[config.mk]
export PLATFORM = sky130hd
export DESIGN_NAME = onehot_encoder_flat
export DESIGN_NICKNAME = d
export VERILOG_FILES = /design/src/rtl/onehot_pkg.sv /design/src/rtl/onehot_if.sv /design/src/rtl/onehot_prio_enc.sv /design/src/rtl/onehot_encoder.sv /design/src/flat_wrapper.sv
export SDC_FILE = /design/constraint.sdc
export NUM_CORES = 1
export LEC_CHECK = 0
export CORE_MARGIN = 4
export CORE_UTILIZATION = 47
export CTS_CLUSTER_DIAMETER = 50
export CTS_CLUSTER_SIZE = 24
export DETAILED_ROUTE_END_ITERATION = 6
export PLACE_DENSITY = 0.76
export RECOVER_POWER = 50
export SLEW_MARGIN = 30
export SYNTH_ARGS = -nofsm -noshare
export SYNTH_HDL_FRONTEND = slang
export SYNTH_HIERARCHICAL = 1
export SYNTH_SLANG_ARGS = --single-unit
[constraint.sdc]
create_clock -name clk -period 1.9 [get_ports clk]
set_input_delay 0.57 -clock clk [delete_from_list [all_inputs] [get_ports clk]]
set_output_delay 0.57 -clock clk [all_outputs]
set_load 0.01 [all_outputs]
[src/rtl/onehot_pkg.sv]
// Shared definitions for the one-hot encoder: buffer state encoding and
// error-counter limits.
package onehot_pkg;

    localparam logic [1:0] ST_EMPTY = 2'd0;
    localparam logic [1:0] ST_ONE   = 2'd1;
    localparam logic [1:0] ST_TWO   = 2'd2;

    localparam int                   ERR_CNT_W   = 8;
    localparam logic [ERR_CNT_W-1:0] ERR_CNT_MAX = 8'hFF;

    function automatic logic [ERR_CNT_W-1:0] sat_inc(input logic [ERR_CNT_W-1:0] v);
        return (v == ERR_CNT_MAX) ? v : v + ERR_CNT_W'(1);
    endfunction

endpackage

[src/rtl/onehot_if.sv]
// Handshake bundle between a one-hot word producer/consumer (master) and the
// encoder (slave).
interface onehot_if
    import onehot_pkg::*;
#(
    parameter int WIDTH = 4
) ();
    localparam int IDX_W = $clog2(WIDTH);

    logic                 in_valid;
    logic                 in_ready;
    logic [WIDTH-1:0]     in_code;
    logic                 out_valid;
    logic                 out_ready;
    logic [IDX_W-1:0]     out_idx;
    logic                 out_multi;
    logic                 out_zero;
    logic [ERR_CNT_W-1:0] err_count;

    modport master (
        output in_valid, in_code, out_ready,
        input  in_ready, out_valid, out_idx, out_multi, out_zero, err_count
    );

    modport slave (
        input  in_valid, in_code, out_ready,
        output in_ready, out_valid, out_idx, out_multi, out_zero, err_count
    );
endinterface

[src/rtl/onehot_prio_enc.sv]
// Combinational LSB-priority encoder with multi-bit and all-zero flags.
module onehot_prio_enc #(
    parameter int WIDTH = 4
) (
    input  logic [WIDTH-1:0]         code_i,
    output logic [$clog2(WIDTH)-1:0] idx_o,
    output logic                     multi_o,
    output logic                     zero_o
);
    localparam int IDX_W = $clog2(WIDTH);

    // Scan from the top down so the lowest set bit is the last assignment.
    always_comb begin
        idx_o = '0;
        for (int i = WIDTH - 1; i >= 0; i--) begin
            if (code_i[i]) idx_o = i[IDX_W-1:0];
        end
    end

    // Clearing the lowest set bit leaves something only if two or more were set.
    assign multi_o = |(code_i & (code_i - WIDTH'(1)));
    assign zero_o  = ~|code_i;
endmodule

[src/rtl/onehot_encoder.sv]
// One-hot to binary encoder with a 2-entry FIFO output buffer and a
// saturating count of non-one-hot words.
module onehot_encoder
    import onehot_pkg::*;
#(
    parameter int WIDTH = 4
) (
    input  logic     clk,
    input  logic     rst_n,
    onehot_if.slave  bus
);
    localparam int IDX_W = $clog2(WIDTH);

    typedef struct packed {
        logic [IDX_W-1:0] idx;
        logic             multi;
        logic             zero;
    } entry_t;

    logic [1:0]           state_q, state_d;
    entry_t               head_q, head_d;
    entry_t               tail_q, tail_d;
    logic [ERR_CNT_W-1:0] err_q, err_d;
    entry_t               enc;
    logic                 accept;
    logic                 pop;

    onehot_prio_enc #(.WIDTH(WIDTH)) u_enc (
        .code_i  (bus.in_code),
        .idx_o   (enc.idx),
        .multi_o (enc.multi),
        .zero_o  (enc.zero)
    );

    assign bus.in_ready  = (state_q != ST_TWO);
    assign bus.out_valid = (state_q != ST_EMPTY);
    assign bus.out_idx   = head_q.idx;
    assign bus.out_multi = head_q.multi;
    assign bus.out_zero  = head_q.zero;
    assign bus.err_count = err_q;

    assign accept = bus.in_valid && (state_q != ST_TWO);
    assign pop    = bus.out_ready && (state_q != ST_EMPTY);

    always_comb begin
        state_d = state_q;
        head_d  = head_q;
        tail_d  = tail_q;
        err_d   = err_q;
        case (state_q)
            ST_EMPTY: begin
                if (accept) begin
                    head_d  = enc;
                    state_d = ST_ONE;
                end
            end
            ST_ONE: begin
                // Simultaneous accept and pop replaces the head in place.
                if (accept && pop) begin
                    head_d = enc;
                end else if (accept) begin
                    tail_d  = enc;
                    state_d = ST_TWO;
                end else if (pop) begin
                    state_d = ST_EMPTY;
                end
            end
            ST_TWO: begin
                if (pop) begin
                    head_d  = tail_q;
                    state_d = ST_ONE;
                end
            end
            default: state_d = ST_EMPTY;
        endcase
        if (accept && (enc.multi || enc.zero)) err_d = sat_inc(err_q);
    end

    always_ff @(posedge clk or negedge rst_n) begin
        if (!rst_n) begin
            state_q <= ST_EMPTY;
            head_q  <= '0;
            tail_q  <= '0;
            err_q   <= '0;
        end else begin
            state_q <= state_d;
            head_q  <= head_d;
            tail_q  <= tail_d;
            err_q   <= err_d;
        end
    end
endmodule

[src/flat_wrapper.sv]
// flat-port wrapper written by rule: the top's interface ports become plain ports
module onehot_encoder_flat import onehot_pkg::*;
#(
    parameter int WIDTH = 4
)
  (clk, rst_n, bus_in_valid, bus_in_code, bus_out_ready, bus_in_ready, bus_out_valid, bus_out_idx, bus_out_multi, bus_out_zero, bus_err_count);
  onehot_if #(.WIDTH(WIDTH)) bus_i ();
  input  logic clk;
  input  logic rst_n;
  input wire logic [$bits(bus_i.in_valid)-1:0] bus_in_valid;
  input wire logic [$bits(bus_i.in_code)-1:0] bus_in_code;
  input wire logic [$bits(bus_i.out_ready)-1:0] bus_out_ready;
  output wire logic [$bits(bus_i.in_ready)-1:0] bus_in_ready;
  output wire logic [$bits(bus_i.out_valid)-1:0] bus_out_valid;
  output wire logic [$bits(bus_i.out_idx)-1:0] bus_out_idx;
  output wire logic [$bits(bus_i.out_multi)-1:0] bus_out_multi;
  output wire logic [$bits(bus_i.out_zero)-1:0] bus_out_zero;
  output wire logic [$bits(bus_i.err_count)-1:0] bus_err_count;
  assign bus_i.in_valid = bus_in_valid;
  assign bus_i.in_code = bus_in_code;
  assign bus_i.out_ready = bus_out_ready;
  assign bus_in_ready = bus_i.in_ready;
  assign bus_out_valid = bus_i.out_valid;
  assign bus_out_idx = bus_i.out_idx;
  assign bus_out_multi = bus_i.out_multi;
  assign bus_out_zero = bus_i.out_zero;
  assign bus_err_count = bus_i.err_count;
  onehot_encoder #(.WIDTH(WIDTH)) u_core (.clk(clk), .rst_n(rst_n), .bus(bus_i));
endmodule
# Word-level counts from Yosys, hierarchy flattened
# Cells that the tools add are included.
# totals
ff_bits,18
word_cells,51
# classes
n_addsub,2
eq_ne,9
mux,14
bitwise,3
n_reduce_logical,15
# op_table
operator,count
$mux 2,9
$mux 4,3
$pmux 4 s3,1
$add 8x1->8 const B,1
$eq 8x8->1 const B,1
$reduce_and 4->1,2
$reduce_or 4->1,2
$ne 2x1->1 const B,3
$pmux 2 s3,1
$and 4x4->4,1
$logic_and 1x1->1,4
$ne 2x2->1 const B,2
$sub 4x1->4 const B,1
$ne 3x1->1 const B,1
$reduce_and 3->1,1
$reduce_bool 3->1,1
$eq 2x1->1 const B,1
$eq 2x2->1 const B,1
$logic_not 2->1,1
$not 1->1,2
$reduce_and 2->1,1
$reduce_bool 2->1,1
$logic_not 1->1,1
$logic_or 1x1->1,1

# Depth between registers and ports, before layout
# Gate-level depths: netlist of the first run.
# logic_depth
ltp_word,6
mapped_depth,6
depth_no_buf,6

# Modules after synthesis
# Netlist of the first run, hierarchy kept.
# modules_own_cells
module,instances,cells_per_inst,area_each_um2,seq_area_each_um2
onehot_encoder,1,76,852.1,450.4
onehot_prio_enc,1,9,52.6,0.0

# Least setup slack after synthesis of the first run
# Ideal clock, no wire load.
# synth_path
path_type,input port to flip-flop
startpoint,input bus_in_code[2]
endpoint,"register u_core.err_q[1], in the netlist u_core/bus.err_count[1]"
setup_time_ns,0.125
t_arrival_ns,1.703
required_ns,1.775
slack_ns,0.072
cell_stages,5
path_buffers,0
path_cell_list,nor4_2 o21ai_0 nor2_1 and2_4 mux2_4
# synth_via
elab_chain_len,6
# synth_lines
item,line_no,rtl
"start, declared",flat_wrapper.sv:11,input wire logic [$bits(bus_i.in_code)-1:0] bus_in_code;
$sub 4x1->4,onehot_prio_enc.sv:21,assign multi_o = |(code_i & (code_i - WIDTH'(1)));
$and 4x4->4,onehot_prio_enc.sv:21,
$reduce_or 4->1,onehot_prio_enc.sv:21,
$logic_or 1x1->1 *,onehot_encoder.sv:76,if (accept && (enc.multi || enc.zero)) err_d = sat_inc(err_q);
$logic_and 1x1->1 *,onehot_encoder.sv:76,
$reduce_and 2->1 (no line) *,-,
"end signal, assigned",onehot_encoder.sv:89,err_q <= err_d;
"end, declared",onehot_encoder.sv:23,"logic [ERR_CNT_W-1:0] err_q, err_d;"
# Every way passes the cells marked *; elsewhere a longest branch is shown, timed or not.
# A chain may end at the register's enable or synchronous reset.

# Worst setup path after layout of the first run
# layout_path
startpoint,"register u_core.err_q[1], in the netlist u_core/bus.err_count[1]"
endpoint,output bus_err_count[1]
# layout_rtl
item,line_no,rtl
"end, declared",flat_wrapper.sv:18,output wire logic [$bits(bus_i.err_count)-1:0] bus_err_count;
# No word-level cell between the ends.

==> impl_metrics.env, run 1 <==
export IMPL_status="completed"
export IMPL_grt_pass1_wl_mm=3.62
export IMPL_insertedDiodeCount=0
export IMPL_cp_cell_sequence="clkdlybuf4s50_1"
export IMPL_async_flop_share_pct=100
export IMPL_grt_pass1_vias=823
export IMPL_arrival_ns=1.28
export IMPL_synth_simple_area_share_pct=23.9
export IMPL_synth_compound_area_share_pct=10.1
export IMPL_ir_drop_mv=0.599
export IMPL_crit_buf_inv=1
export IMPL_antenna_found_initial=0
export IMPL_met3WireLength_microns=137
export IMPL_reg2reg_from="u_core/bus.err_count[0]"
export IMPL_cts_buffer_depth=2
export IMPL_synth_top_cell_area_share_pct=49.8
export IMPL_syn_avg_cell_area_sq_um=10.6
export IMPL_synth_ff_type="dfrtp_1"
export IMPL_gp_congestion=0.735
export IMPL_dieHeight_microns=51.9
export IMPL_synth_xor_area_share_pct=6.78
export IMPL_synth_top_family_by_area="simple AND/OR/NAND/NOR gates"
export IMPL_rsz0062_at_grt="no"
export IMPL_dp_cells=147
export IMPL_fin_skew_ns=0.00540
export IMPL_grt_max_degree=19
export IMPL_hold_ws_ns=0.512
export IMPL_cts_root_buf="clkbuf_4"
export IMPL_dp_slack_ns=-0.507
export IMPL_htreeDepth=1
export IMPL_critPathMaxFanout=4
export IMPL_hold_class="reg -> reg"
export IMPL_synthCells=85
export IMPL_worstHoldStart="u_core/bus.err_count[7]"
export IMPL_routed_top_layer="met4"
export IMPL_fmax_ghz=0.541
export IMPL_vias=800
export IMPL_slew_headroom_pct=34.6
export IMPL_period_minus_slack_ns=1.85
export IMPL_wire_per_inst_microns=14.8
export IMPL_clk_insertion_delay_late_ns=0.29
export IMPL_yosysTopAreaCell="dfrtp_1"
export IMPL_synthAdderAreaFrac_pct=1.38
export IMPL_power_density_nw_per_um2=1170
export IMPL_syn_nets=94
export IMPL_crit_family="buffers and inverters"
export IMPL_ant_nets=0
export IMPL_drc=0
export IMPL_synth_area_mux_share_pct=6.64
export IMPL_nets=137
export IMPL_rows=15
export IMPL_cp_start_kind="flop"
export IMPL_tns_ns=0
export IMPL_die_x_microns=51.9
export IMPL_tightest_slew_ns=0.982
export IMPL_cts_tree="done"
export IMPL_ys_seq_area_share_pct=49.8
export IMPL_layout_common_cells="dfrtp_1, buf_4, clkdlybuf4s50_1"
export IMPL_critPathKind="reg -> out"
export IMPL_initial_core_util_pct=50.7
export IMPL_fin_ws_ns=0.0510
export IMPL_dp_hpwl_mm=1.70
export IMPL_core_area_sq_um=1780
export IMPL_m1WireLength_microns=876
export IMPL_gr_usage_all_layers_pct=18.2
export IMPL_yosys_warnings=6
export IMPL_synthTopCellsByArea="dfrtp_1, mux2_2, xnor2_1, nand2_1, a31oi_1"
export IMPL_cts_num_sinks=18
export IMPL_total_power_w=0.00153
export IMPL_final_cells=151
export IMPL_drt_initial_drc_count=6
export IMPL_setup_worst_path_start="u_core/bus.err_count[1]"
export IMPL_critPathRequiredTime_ns=1.33
export IMPL_dr_pass1_iters=4
export IMPL_routed_wl_mm=2.24
export IMPL_synth_edf_count=0
export IMPL_io_pins=22
export IMPL_endpoint_kind="output port"
export IMPL_hold_viol=0
export IMPL_cts_hold_buf=0
export IMPL_ys_ff_latch=18
export IMPL_die_area_sq_um=2690
export IMPL_wl_met2_mm=1.20
export IMPL_syn2layout_area_growth_pct=45.1
export IMPL_io_buffer_count=21
export IMPL_synth_area_sq_um=905
export IMPL_maxSlewViolCount=0
export IMPL_leakage_nw=0.573
export IMPL_fin_crit_sh_pct=97.3
export IMPL_maxCapViolations=0
export IMPL_final_setup_viol_count=0
export IMPL_avgViaCountPerCell=5.30
export IMPL_grt_ovfl_total=0
export IMPL_max_stage_delay_ns=0.57
export IMPL_slowest_stage="clkdlybuf4s50_1"
export IMPL_cts_buffers=3
export IMPL_synthDistinctLibCells=31
export IMPL_drive_gt1_share_pct=28.6
export IMPL_clkTransAtPathRegs_ns=0.09
-- registers in the layout, summed over array words and instances (netlist names) --
| signal | flops |
|---|---|
| u_core/bus.err_count | 8 |
| u_core/bus.out_multi | 1 |
| u_core/state_q | 2 |
| u_core/bus.out_idx | 2 |
| u_core/bus.out_zero | 1 |
| u_core/tail_q | 4 |
-- cells in the mapped netlist (3+ instances only) --
| cell type | n |
|---|---|
| nor2_1 | 6 |
| a31oi_1 | 5 |
| mux2_2 | 4 |
| dfrtp_1 | 18 |
| a21oi_1 | 3 |
| nand2_1 | 11 |
| xnor2_1 | 5 |
-- per-stage QoR --
step	utilization, %	area [sq um]
floorplan	-	905
CTS	73.3	1310
finish	73.6	1310
global route	73.6	1310
detailed placement	71.2	1270
global placement	71.2	1270
-- timing repair --
action | 4_1_cts | 5_1_grt
pin swaps | 2 | 0
gates resized for setup | 12 | 2
setup buffers | 0 | 1
endpoints found under the setup margin | 10 | 3
-- power by group --
group          switching, W  total [W]  internal (W)
sequential         0.000122   0.000645      0.000523
combinational      0.000306   0.000706      0.000400
clock              0.000109   0.000183     0.0000737
total              0.000537    0.00153      0.000997
-- final cells by class --
class | count | area (sq um)
repair buffers | 39 | 337
well taps | 25 | 31.3
inverters | 2 | 7.51
clock buffers | 3 | 22.5
fillers | 128 | 470
flip-flops and latches | 18 | 452
multi-input cells | 64 | 463
-- per-layer routing --
layer  global-route usage [%]  up-vias
met5                        0        -
met4                     4.80        0
met3                     5.73        2
met2                     32.8       25
met1                     20.4      389
li1                         -      384
-- kinds of logic after synthesis --
group                      count (synthesis)
buffers and inverters                      3
muxes                                      5
and+or+nand+nor                           36
adders and majority gates                  1
DFF                                       18
xor gates and xnor gates                   7
AOI/OAI and AO/OA                         15
-- worst paths after layout --
check	to	slack [ns]	cells past startpoint
worst max-delay path	bus_err_count[1]	0.05	1
worst min-delay path	u_core/bus.err_count[7]	0.51	1
worst max register to register	u_core/bus.err_count[6]	0.28	6
worst min register to register	u_core/bus.err_count[7]	0.51	1
max in group asynchronous	u_core/bus.err_count[4]	0.30	2
min in group asynchronous	u_core/bus.err_count[6]	0.95	2
No activity file was read; power rests on OpenSTA's default activity.
==> inputs of run 2 (changes only) <==
CORE_MARGIN = default   (was 4)
SKIP_LAST_GASP = 1   (was default)
==> impl_metrics.env, run 2 (synthesis gave the netlist of run 1 again) <==
export IMPL_final_cells=154
export IMPL_routed_wl_mm=2.07
export IMPL_endpoint_kind="output port"
export IMPL_core_area_sq_um=1760
export IMPL_drc=0
export IMPL_nets=139
export IMPL_dp_hpwl_mm=1.49
export IMPL_fmax_ghz=0.534
export IMPL_grt_pass1_wl_mm=3.33
export IMPL_status="completed"
export IMPL_avgViaCountPerCell=4.97
export IMPL_die_x_microns=45.9
export IMPL_die_area_sq_um=2100
export IMPL_clk_insertion_delay_late_ns=0.29
export IMPL_ant_nets=0
export IMPL_dp_cells=146
export IMPL_gr_usage_all_layers_pct=22.9
export IMPL_crit_family="buffers and inverters"
export IMPL_leakage_nw=0.576
export IMPL_io_buffer_count=21
export IMPL_rows=15
export IMPL_cts_hold_buf=0
export IMPL_cp_start_kind="flop"
export IMPL_maxCapViolations=0
export IMPL_tightest_slew_ns=0.942
export IMPL_antenna_found_initial=0
export IMPL_cts_buffers=3
export IMPL_largest_reg_flops=8
export IMPL_cts_root_buf="clkbuf_4"
export IMPL_drive_gt1_share_pct=29.5
export IMPL_cts_tree="done"
export IMPL_hold_path_depth=1
export IMPL_setup_worst_path_start="u_core/bus.err_count[2]"
export IMPL_fin_ws_ns=0.0272
export IMPL_dieHeight_microns=45.9
export IMPL_clkTransAtPathRegs_ns=0.10
export IMPL_cts_num_sinks=18
export IMPL_final_setup_viol_count=0
export IMPL_grt_ovfl_total=0
export IMPL_io_pins=22
export IMPL_max_stage_delay_ns=0.57
export IMPL_layout_common_cells="buf_4, dfrtp_1, clkdlybuf4s50_1"
export IMPL_hold_viol=0
export IMPL_critPathMaxFanout=6
export IMPL_maxSlewViolCount=0
export IMPL_period_minus_slack_ns=1.87
export IMPL_dp_slack_ns=-0.557
export IMPL_ir_drop_mv=0.945
export IMPL_drt_initial_drc_count=24
export IMPL_hold_class="reg -> reg"
export IMPL_min_to="u_core/bus.err_count[7]"
export IMPL_gp_congestion=0.785
export IMPL_power_density_nw_per_um2=1200
export IMPL_slowest_stage="clkdlybuf4s50_1"
export IMPL_dr_pass1_iters=4
export IMPL_hold_ws_ns=0.512
export IMPL_slew_headroom_pct=37.2
export IMPL_syn2layout_area_growth_pct=47.2
export IMPL_post_route_util_pct=75.5
export IMPL_critPathKind="reg -> out"
export IMPL_r2r_end="u_core/bus.err_count[6]"
export IMPL_grt_max_degree=19
export IMPL_arrival_ns=1.30
export IMPL_critPathRequiredTime_ns=1.33
export IMPL_fin_crit_sh_pct=98.6
export IMPL_htreeDepth=1
export IMPL_reg2reg_from="u_core/bus.err_count[0]"
export IMPL_tns_ns=0
export IMPL_vias=765
export IMPL_cp_cell_sequence="clkdlybuf4s50_1"
export IMPL_wire_per_inst_microns=13.4
export IMPL_worstHoldStart="u_core/bus.err_count[7]"
export IMPL_cts_buffer_depth=2
export IMPL_mostFrequentLayoutCell="buf_4"
export IMPL_ff2ff_path_depth=6
export IMPL_grt_pass1_vias=776
export IMPL_fin_skew_ns=0.00372
export IMPL_initial_core_util_pct=51.3
export IMPL_insertedDiodeCount=0
export IMPL_crit_buf_inv=1
export IMPL_r2r_slack_ns=0.32
## run 2: cell count changes in the layout (fill, tap and decap cells not counted), sizes merged
| cell | before | now |
|---|---|---|
| dlymetal6s2s | 1 | 0 |
| dlygate4sd2 | 6 | 5 |
| clkbuf | 4 | 7 |
| clkdlybuf4s50 | 12 | 13 |
| clkdlybuf4s15 | 0 | 1 |
## run 2: how the worst max path moves through the flow
| stage | endpoint | cells after the start | slack [ns] |
|---|---|---|---|
| 2_1_floorplan | u_core/bus.err_count[1] | 5 | 0.07 |
| 3_3_place_gp | u_core/bus.err_count[1] | 6 | -0.41 |
| 3_5_place_dp | u_core/bus.err_count[6] | 6 | -0.56 |
| 4_1_cts | bus_err_count[4] | 1 | 0.01 |
| 5_1_grt | bus_err_count[5] | 1 | -0.02 |
| 6_report | bus_err_count[2] | 1 | 0.03 |
## run 2: what timing repair did
| item | in CTS | in global routing |
|---|---|---|
| setup endpoints to repair | 11 | 5 |
| hold endpoints to repair | 0 | 0 |
| pin swaps | 2 | 1 |
| resized for setup | 11 | 2 |
| setup buffers | 1 | 3 |
## run 2: area by class of cell
| cell class | count | area [sq um] |
|---|---|---|
| multi-input cells | 64 | 457 |
| flip-flops and latches | 18 | 453 |
| inverters | 2 | 7.51 |
| fillers | 152 | 433 |
| clock buffers | 4 | 36.3 |
| well taps | 25 | 31.3 |
| repair buffers | 41 | 347 |
## run 2: stage by stage
stage          power (W)  cell area, sq um
2_1_floorplan   0.000952               905
3_3_place_gp     0.00129              1260
3_5_place_dp     0.00132              1260
4_1_cts          0.00156              1310
5_1_grt          0.00169              1330
6_report         0.00159              1330
## run 2: layer usage
metal / track usage [%] / wire length, microns
met2: 36.6 / 1050
met5: 0 / 0
met3: 4.76 / 89
met4: 13.5 / 25
met1: 28.1 / 905
## run 2: power by group
group          switching (W)  total [W]  internal (W)  leakage, nW
clock               0.000119   0.000236      0.000117       0.0210
combinational       0.000289   0.000710      0.000421        0.336
sequential          0.000123   0.000648      0.000525        0.220
total               0.000531    0.00159       0.00106        0.576
